[src/rtl/pool_stream_reader.sv]
// pool_stream_reader: streams the 14x14 pooled results of all channel banks out as valid/ready bytes.
// Define POOL_STREAM_INTERLEAVE_EN for pixel-major (all channels per pixel) order instead of channel-major.
module pool_stream_reader #(
  parameter int IMG_W  = 28,
  parameter int POOL_W = 14,
  parameter int NUM_CH = 8,
  parameter int DATA_W = 8
) (
  input  logic              clk,
  input  logic              rst,
  input  logic              start,
  output logic              rd_en,
  output logic [3:0]        rd_c,
  output logic [9:0]        rd_addr,
  input  logic [DATA_W-1:0] rd_data,
  output logic              out_valid,
  input  logic              out_ready,
  output logic [DATA_W-1:0] out_data,
  output logic [3:0]        out_chan,
  output logic              out_last,
  output logic              busy,
  output logic              done
);
  typedef enum logic [1:0] {S_IDLE, S_RUN, S_DRAIN, S_DONE} state_t;
  localparam logic [3:0] CH_MAX = 4'(NUM_CH - 1);
  localparam logic [3:0] P_MAX  = 4'(POOL_W - 1);
  localparam int EW = DATA_W + 5;
  state_t state, state_n;
  logic [3:0] ch, r, c, pend_c;
  logic pend_last, inflight, at_last, ch_step, r_step, c_step, credit, pop, wr, rd_ptr, wr_ptr;
  logic [1:0] count;
  logic [EW-1:0] mem [2];
  logic [EW-1:0] head;

  always_ff @(posedge clk or negedge rst)
    if (!rst) state <= S_IDLE;
    else state <= state_n;

  always_comb begin
    state_n = state;
    case (state)
      S_IDLE:  state_n = start ? S_RUN : S_IDLE;
      S_RUN:   state_n = (rd_en && at_last) ? S_DRAIN : S_RUN;
      S_DRAIN: state_n = (pop && out_last) ? S_DONE : S_DRAIN;
      default: state_n = S_IDLE;
    endcase
  end

  always_comb begin
    busy  = state == S_RUN || state == S_DRAIN;
    done  = state == S_DONE;
    rd_en = state == S_RUN && credit;
  end

  assign credit  = ({1'b0, count} + {2'b0, inflight}) < 3'd2;
  assign at_last = ch == CH_MAX && r == P_MAX && c == P_MAX;
  assign rd_c    = ch;
  assign rd_addr = 10'(r) * 10'(2 * IMG_W) + 10'({c, 1'b0});

`ifdef POOL_STREAM_INTERLEAVE_EN
  assign ch_step = 1'b1;
  assign c_step  = ch == CH_MAX;
  assign r_step  = ch == CH_MAX && c == P_MAX;
`else
  assign c_step  = 1'b1;
  assign r_step  = c == P_MAX;
  assign ch_step = c == P_MAX && r == P_MAX;
`endif

  // counters park on the final position so rd_c/rd_addr hold after the last read
  always_ff @(posedge clk or negedge rst)
    if (!rst) {ch, r, c} <= '0;
    else if (state == S_IDLE && start) {ch, r, c} <= '0;
    else if (rd_en && !at_last) begin
      if (c_step) c <= (c == P_MAX) ? 4'd0 : c + 4'd1;
      if (r_step) r <= (r == P_MAX) ? 4'd0 : r + 4'd1;
      if (ch_step) ch <= (ch == CH_MAX) ? 4'd0 : ch + 4'd1;
    end

  always_ff @(posedge clk or negedge rst)
    if (!rst) begin
      inflight  <= 1'b0;
      pend_c    <= '0;
      pend_last <= 1'b0;
    end else begin
      inflight <= rd_en;
      if (rd_en) begin
        pend_c    <= ch;
        pend_last <= at_last;
      end
    end

  // returning read data falls through to the output when the buffer is empty
  assign head = (count != 2'd0) ? mem[rd_ptr] : inflight ? {rd_data, pend_c, pend_last} : '0;
  assign {out_data, out_chan, out_last} = head;
  assign out_valid = count != 2'd0 || inflight;
  assign pop = out_valid && out_ready;
  assign wr  = inflight && !(pop && count == 2'd0);

  always_ff @(posedge clk or negedge rst)
    if (!rst) begin
      mem[0] <= '0;
      mem[1] <= '0;
      wr_ptr <= 1'b0;
      rd_ptr <= 1'b0;
      count  <= 2'd0;
    end else begin
      if (wr) begin
        mem[wr_ptr] <= {rd_data, pend_c, pend_last};
        wr_ptr      <= ~wr_ptr;
      end
      if (pop && count != 2'd0) rd_ptr <= ~rd_ptr;
      count <= count + {1'b0, inflight} - {1'b0, pop};
    end
endmodule

[config.mk]
export PLATFORM = sky130hd
export DESIGN_NAME = pool_stream_reader
export DESIGN_NICKNAME = d
export VERILOG_FILES = /design/src/rtl/pool_stream_reader.sv
export SDC_FILE = /design/constraint.sdc
export NUM_CORES = 1
export LEC_CHECK = 0
export BUFFER_PORTS_ARGS = -buffer_cell sky130_fd_sc_hd__buf_2
export CORE_MARGIN = 3
export CORE_UTILIZATION = 57
export CTS_CLUSTER_SIZE = 40
export DETAILED_ROUTE_END_ITERATION = 10
export PLACE_DENSITY = 0.88
export SYNTH_ARGS = -nofsm -noshare
export SYNTH_HDL_FRONTEND = slang
export SYNTH_SLANG_ARGS = --single-unit
[constraint.sdc]
create_clock -name clk -period 3.4 [get_ports clk]
set_clock_uncertainty 0.15 [all_clocks]
set_input_delay 0.34 -clock clk [delete_from_list [all_inputs] [get_ports clk]]
set_output_delay 0.34 -clock clk [all_outputs]
set_load 0.01 [all_outputs]
==> reports/metrics.yaml, run 1 <==
worstSetupPathType: "reg2out"
clock_latency_ns: 0.31
initial_core_util: 0.606
dp_cells: 366
ctsRootBufferMaster: "clkbuf_8"
r2r_end: "count[1]"
ys_top_cells_by_count: "dfrtp_1 (50), nand2_1 (26), nand3_1 (22)"
dp_hpwl_mm: 3.99
ios: 43
p_sw_uw: 1140
pwr-share-comb: 0.464
ir_drop_mv: 0.559
syn-cell-area_um2: 2940
post-synth-top-area-cell: "dfrtp_1"
wl_mm: 5.78
tns_ns: 0
port-buffer-count: 41
synth_edf_count: 0
wl_per_cell_um: 15.4
htree_levels: 2
place_ws_ns: 0.280
leakagePower_uw: 0.00164
synth_top_area_share: 0.426
grt_pass1_vias: 2180
drt_first_iter_violations: 173
cp_data_arrival_time_ns: 2.82
nNetsFinal: 347
hold_viol: 0
dieArea_um2: 6050
grt_max_degree: 51
gp_congestion: 0.730
reg2reg_from: "inflight"
grtUsageTotal: 0.208
worstPathRequired_ns: 2.91
drc: 0
rsz0062_at_grt: "yes"
syn_inst: 272
gr-max-usage-layer: "met2"
antenna_found_initial: 0
r2r_setup_slack_ns: 1.14
p_int_uw: 1700
cts_max_path_buffers: 2
synthTopCellsByArea: "dfrtp_1 (43%), ha_1 (8.9%), mux2_2 (8.0%)"
slew_headroom: 0.277
ys_warn_count: 0
synthArstFlopShare: 1.00
met3_usage: 0.0418
syn_area_per_cell_um2: 10.8
min_path_type: "in2async"
viasPerCell: 5.78
start_kind: "register"
ys_types: 43
layout-drive-gt1-share: 0.294
grt_pass1_wl_mm: 10.1
area_growth_pct: 12.4
swShare: 0.400
core_um2: 4850
die_h_um: 77.8
setup_ws_ns: 0.0876
grt-ovfl-total: 0
use_met2: 0.359
power_density_nw_per_um2: 860
max_slew.worst_pin.slew_ns: 1.08
max_freq_mhz: 302
slew_violations: 0
dr.pass1.iters: 4
cts_tree: "yes"
synth_nets: 310
use_met1: 0.258
hold_buffers: 0
num_vias: 2172
synth.most_common_cell: "dfrtp_1"
numCtsBuffers: 5
cts.clk_slew.worst_paths_ns: 0.09
diodes: 0
ant_nets: 0
pwr-share-clk: 0.150
clkSinkCount: 50
rows: 25
maxCapViolCount: 0
yosysSeqAreaShare: 0.426
layoutNonFillerInstCount: 376
min_period_ns: 3.31
crit_path_end_kind: "output port"
min_period_over_period: 0.974
ys.flop_type: "dfrtp_1"
fp.dieW_um: 77.8
synth_seq_cells: 50
setup_viol: 0
outcome: "finished clean"
ff2ff_path_depth: 7
worst-path-max-fanout: 6
seq_power_share: 0.386
whs_ns: 0.0794
through the flow:
step / utilization / total power [µW] / area [µm²]
after floorplan: - / 2030 / 2940
after global placement: 0.647 / 2330 / 3140
after detailed placement: 0.647 / 2400 / 3140
after CTS: 0.673 / 2840 / 3260
after global routing: 0.681 / 3060 / 3300
final: 0.681 / 2840 / 3300
routing by layer:
| metal | part of all wire | wire (µm) |
|---|---|---|
| met5 | 0 | 0 |
| met4 | 0.020 | 114 |
| met3 | 0.041 | 238 |
| met2 | 0.52 | 3020 |
| met1 | 0.42 | 2410 |
registers in the layout, summed over array words and instances, names as in the netlist, 2 cells and up:
signal,flops
mem,26
c,4
pend_c,4
r,4
rd_c,4
count,2
state,2
worst max-delay path: stages, from the launching register on:
cell	delay, ns
dfrtp_2	0.48
fa_1	0.49
ha_2	0.21
fa_2	0.37
xnor2_2	0.23
nand4_1	0.21
nor3_2	0.22
nand2_1	0.08
nand4_1	0.11
buf_2	0.13
cell usage in the layout, fill, tap and decap left out, types with 2 or more instances in the layout:
cell type and n:
dfrtp_1 47, buf_2 41, nand2_1 26, nand3_1 22, mux2_2 21, ha_1 20
o21ai_0 19, mux2i_1 15, inv_1 10, a21oi_1 10, xnor2_1 6, clkbuf_8 6
mux2_1 5, nor2_1 5, or3_1 4, nand4_1 4, xor2_1 4, fa_1 4
o31ai_1 3, dfrtp_2 3, buf_4 3, and2_1 2, nor2_4 2, nor2b_1 2
nor3_2 2, nor3_1 2
cells by family (layout without fill, tap and decap cells):
family	count (synthesis)	count (layout)	synth area share
AOI/OAI and AO/OA	37	37	0.0707
xor gates and xnor gates	11	11	0.0328
adders and majority gates	26	26	0.124
buffers and inverters	25	62	0.0439
DFF	50	50	0.426
muxes	41	41	0.151
other	1	1	0.00128
and+or+nand+nor	81	81	0.151
worst max path at each step:
stage / from / to / slack (ns) / cells after the start
floorplan: r[1] / rd_addr[8] / 0.60 / 7
global placement: r[1] / rd_addr[9] / 0.46 / 9
detailed placement: r[1] / rd_addr[9] / 0.28 / 9
CTS: r[0] / rd_addr[9] / 0.02 / 9
global route: r[1] / rd_addr[9] / -0.05 / 9
finish: r[1] / rd_addr[9] / 0.09 / 9
cell type report:
| cell class | count | area, µm² |
|---|---|---|
| Clock buffer | 6 | 82.6 |
| Clock inverter | 1 | 30.0 |
| Fill cell | 373 | 1550 |
| Inverter | 11 | 41.3 |
| Multi-Input combinational cell | 197 | 1580 |
| Sequential cell | 50 | 1250 |
| Tap cell | 67 | 83.8 |
| Timing Repair Buffer | 44 | 228 |
power by group through the flow:
stage          sequential [µW]  combinational, µW  clock [µW]
3_3_place_gp              1090               1240           0
5_1_grt                   1140               1460         464
2_1_floorplan              990               1040           0
3_5_place_dp              1110               1290           0
4_1_cts                   1100               1300         434
6_report                  1100               1320         425
what timing repair did:
item,CTS,global route
buffers inserted,0,3
endpoints found under the setup margin,1,2
gates resized for setup,2,6
pin swaps,0,3
No activity file was read; power rests on OpenSTA's default activity.
==> run 2, diff against run 1 <==
--- a/config.mk
+++ b/config.mk
@@ -10,7 +10,7 @@
 export CORE_UTILIZATION = 57
 export CTS_CLUSTER_SIZE = 40
 export DETAILED_ROUTE_END_ITERATION = 10
-export PLACE_DENSITY = 0.88
+export PLACE_DENSITY = 0.87
 export SYNTH_ARGS = -nofsm -noshare
 export SYNTH_HDL_FRONTEND = slang
 export SYNTH_SLANG_ARGS = --single-unit
==> run 2 against run 1 <==
  * Global-route usage rose by 0.066 points
  * First-iteration DRC count decreased by 38%
  * Count of clock-buffer cells in the layout stayed put
  * Critical path depth unchanged
  * Sequential share of layout area is 0.73 points lower
  * Register-to-register slack worse by 0.02 ns
  * Utilization up 1.3 points
  * Cell count grew 1.6%
  * Critical path type unchanged
  * Highest routed layer unchanged
==> reports/metrics.yaml, run 2 (synthesis gave the netlist of run 1 again) <==
tns_ns: 0
area_growth_pct: 14.6
hold_buffers: 0
final_cell_area_um2: 3370
fillCellCount: 351
outcome: "finished clean"
wl_mm: 5.70
power_density_nw_per_um2: 871
setup_ws_ns: 0.121
max_slew.worst_pin.slew_ns: 1.08
hold_viol: 0
nNetsFinal: 352
top_register: "mem"
min_path_type: "in2async"
cts.clk_slew.worst_paths_ns: 0.09
min_period_over_period: 0.964
clock_latency_ns: 0.30
initial_core_util: 0.606
gp_congestion: 0.779
htree_levels: 2
wl_per_cell_um: 14.9
layout-drive-gt1-share: 0.305
die_h_um: 77.8
crit_path_end_kind: "output port"
rows: 25
r2r_end: "mem[13]"
maxCapViolCount: 0
max_stage_delay_ns: 0.49
cts_max_path_buffers: 2
final_common_cell: "dfrtp_1"
antenna_found_initial: 0
grt_max_degree: 51
leakagePower_uw: 0.00168
slew_violations: 0
port-buffer-count: 41
dpl_cell_area_um2: 3140
slew_headroom: 0.279
diodes: 0
cpMaxStageDelayCell: "fa_1"
ctsRootBufferMaster: "clkbuf_8"
dp_hpwl_mm: 4.01
min_period_ns: 3.28
fp.dieW_um: 77.8
numCtsBuffers: 5
setup_viol: 0
viasPerCell: 5.55
grt_pass1_vias: 2109
reg2reg_from: "inflight"
drt_first_iter_violations: 107
cts_tree: "yes"
ios: 43
place_ws_ns: 0.296
clkSinkCount: 50
drc: 0
ant_nets: 0
grtUsageTotal: 0.208
ir_drop_mv: 0.583
worst-path-max-fanout: 6
worstSetupPathType: "reg2out"
grt-ovfl-total: 0
dr.pass1.iters: 4
cp_cell_sequence: "fa_1 -> ha_1 -> fa_2 -> xnor2_2 -> nand4_1 -> nor3_2 -> nand2_1 -> nand4_1 -> buf_2"
power_uw: 2930
dieArea_um2: 6050
core_um2: 4850
worstPathRequired_ns: 2.91
ff2ff_path_depth: 3
final_cell_mix: "dfrtp_1 (47), buf_2 (41), nand2_1 (26)"
cp_data_arrival_time_ns: 2.79
grt_pass1_wl_mm: 9.95
largest_reg_flops: 26
r2r_setup_slack_ns: 1.12
crit_top_cell: "nand4_1"
num_vias: 2122
start_kind: "register"
max_freq_mhz: 305
-- run 2: changes by cell type in the layout (fill, tap and decap cells not counted) --
cell	previous run	this run
buf_4	3	8
bufinv_16	1	2
ha_1	20	21
ha_2	1	0
-- run 2: worst max-delay path by stage --
stage                     start          to  depth (start not counted)
after floorplan            r[1]  rd_addr[8]                          7
after global placement     r[1]  rd_addr[9]                          9
after detailed placement   r[1]  rd_addr[9]                          9
after CTS                  r[0]  rd_addr[9]                          9
after global routing       r[0]  rd_addr[9]                          9
final                      r[0]  rd_addr[9]                          9
-- run 2: layout make-up --
type / instances / area (µm²) / share of cell area
clock inverter: 2 / 60.1 / 0.0178
timing repair buffer: 49 / 265 / 0.0788
inverter: 11 / 41.3 / 0.0123
clock buffer: 6 / 82.6 / 0.0245
multi-input combinational: 197 / 1580 / 0.469
sequential: 50 / 1250 / 0.373
tap: 67 / 83.8 / 0.0249
-- run 2: metrics by stage --
step / std cells / hold WS (ns) / util
2_1_floorplan: 272 / -0.106 / -
3_3_place_gp: 366 / 0.317 / 0.647
3_5_place_dp: 366 / 0.326 / 0.647
4_1_cts: 374 / 0.111 / 0.679
5_1_grt: 382 / 0.141 / 0.694
6_report: 382 / 0.0825 / 0.694
-- run 2: timing repair --
action                                  4_1_cts  5_1_grt
pin swaps                                     0        3
buffers inserted                              0        8
endpoints found under the setup margin        1        2
endpoints found under the hold margin         0        0
resized for setup                             2        5
-- run 2: critical path: cells and delay by family (launching register included) --
| kind | cells | cell delay [ns] |
|---|---|---|
| flops | 1 | 0.46 |
| fa+ha+maj | 3 | 1.09 |
| simple gates | 4 | 0.60 |
| buf+inv | 1 | 0.13 |
| xor+xnor | 1 | 0.21 |
-- run 2: report_power, final --
part           switching, µW  internal [µW]
Combinational            683            655
Sequential               260            834
Clock                    189            313
-- run 2: layer usage --
| metal | track usage | share of wire | wire length, µm |
|---|---|---|---|
| met1 | 0.251 | 0.42 | 2380 |
| met2 | 0.360 | 0.52 | 2970 |
| met3 | 0.0394 | 0.033 | 188 |
| met4 | 0.0943 | 0.028 | 161 |
| met5 | 0 | 0 | 0 |
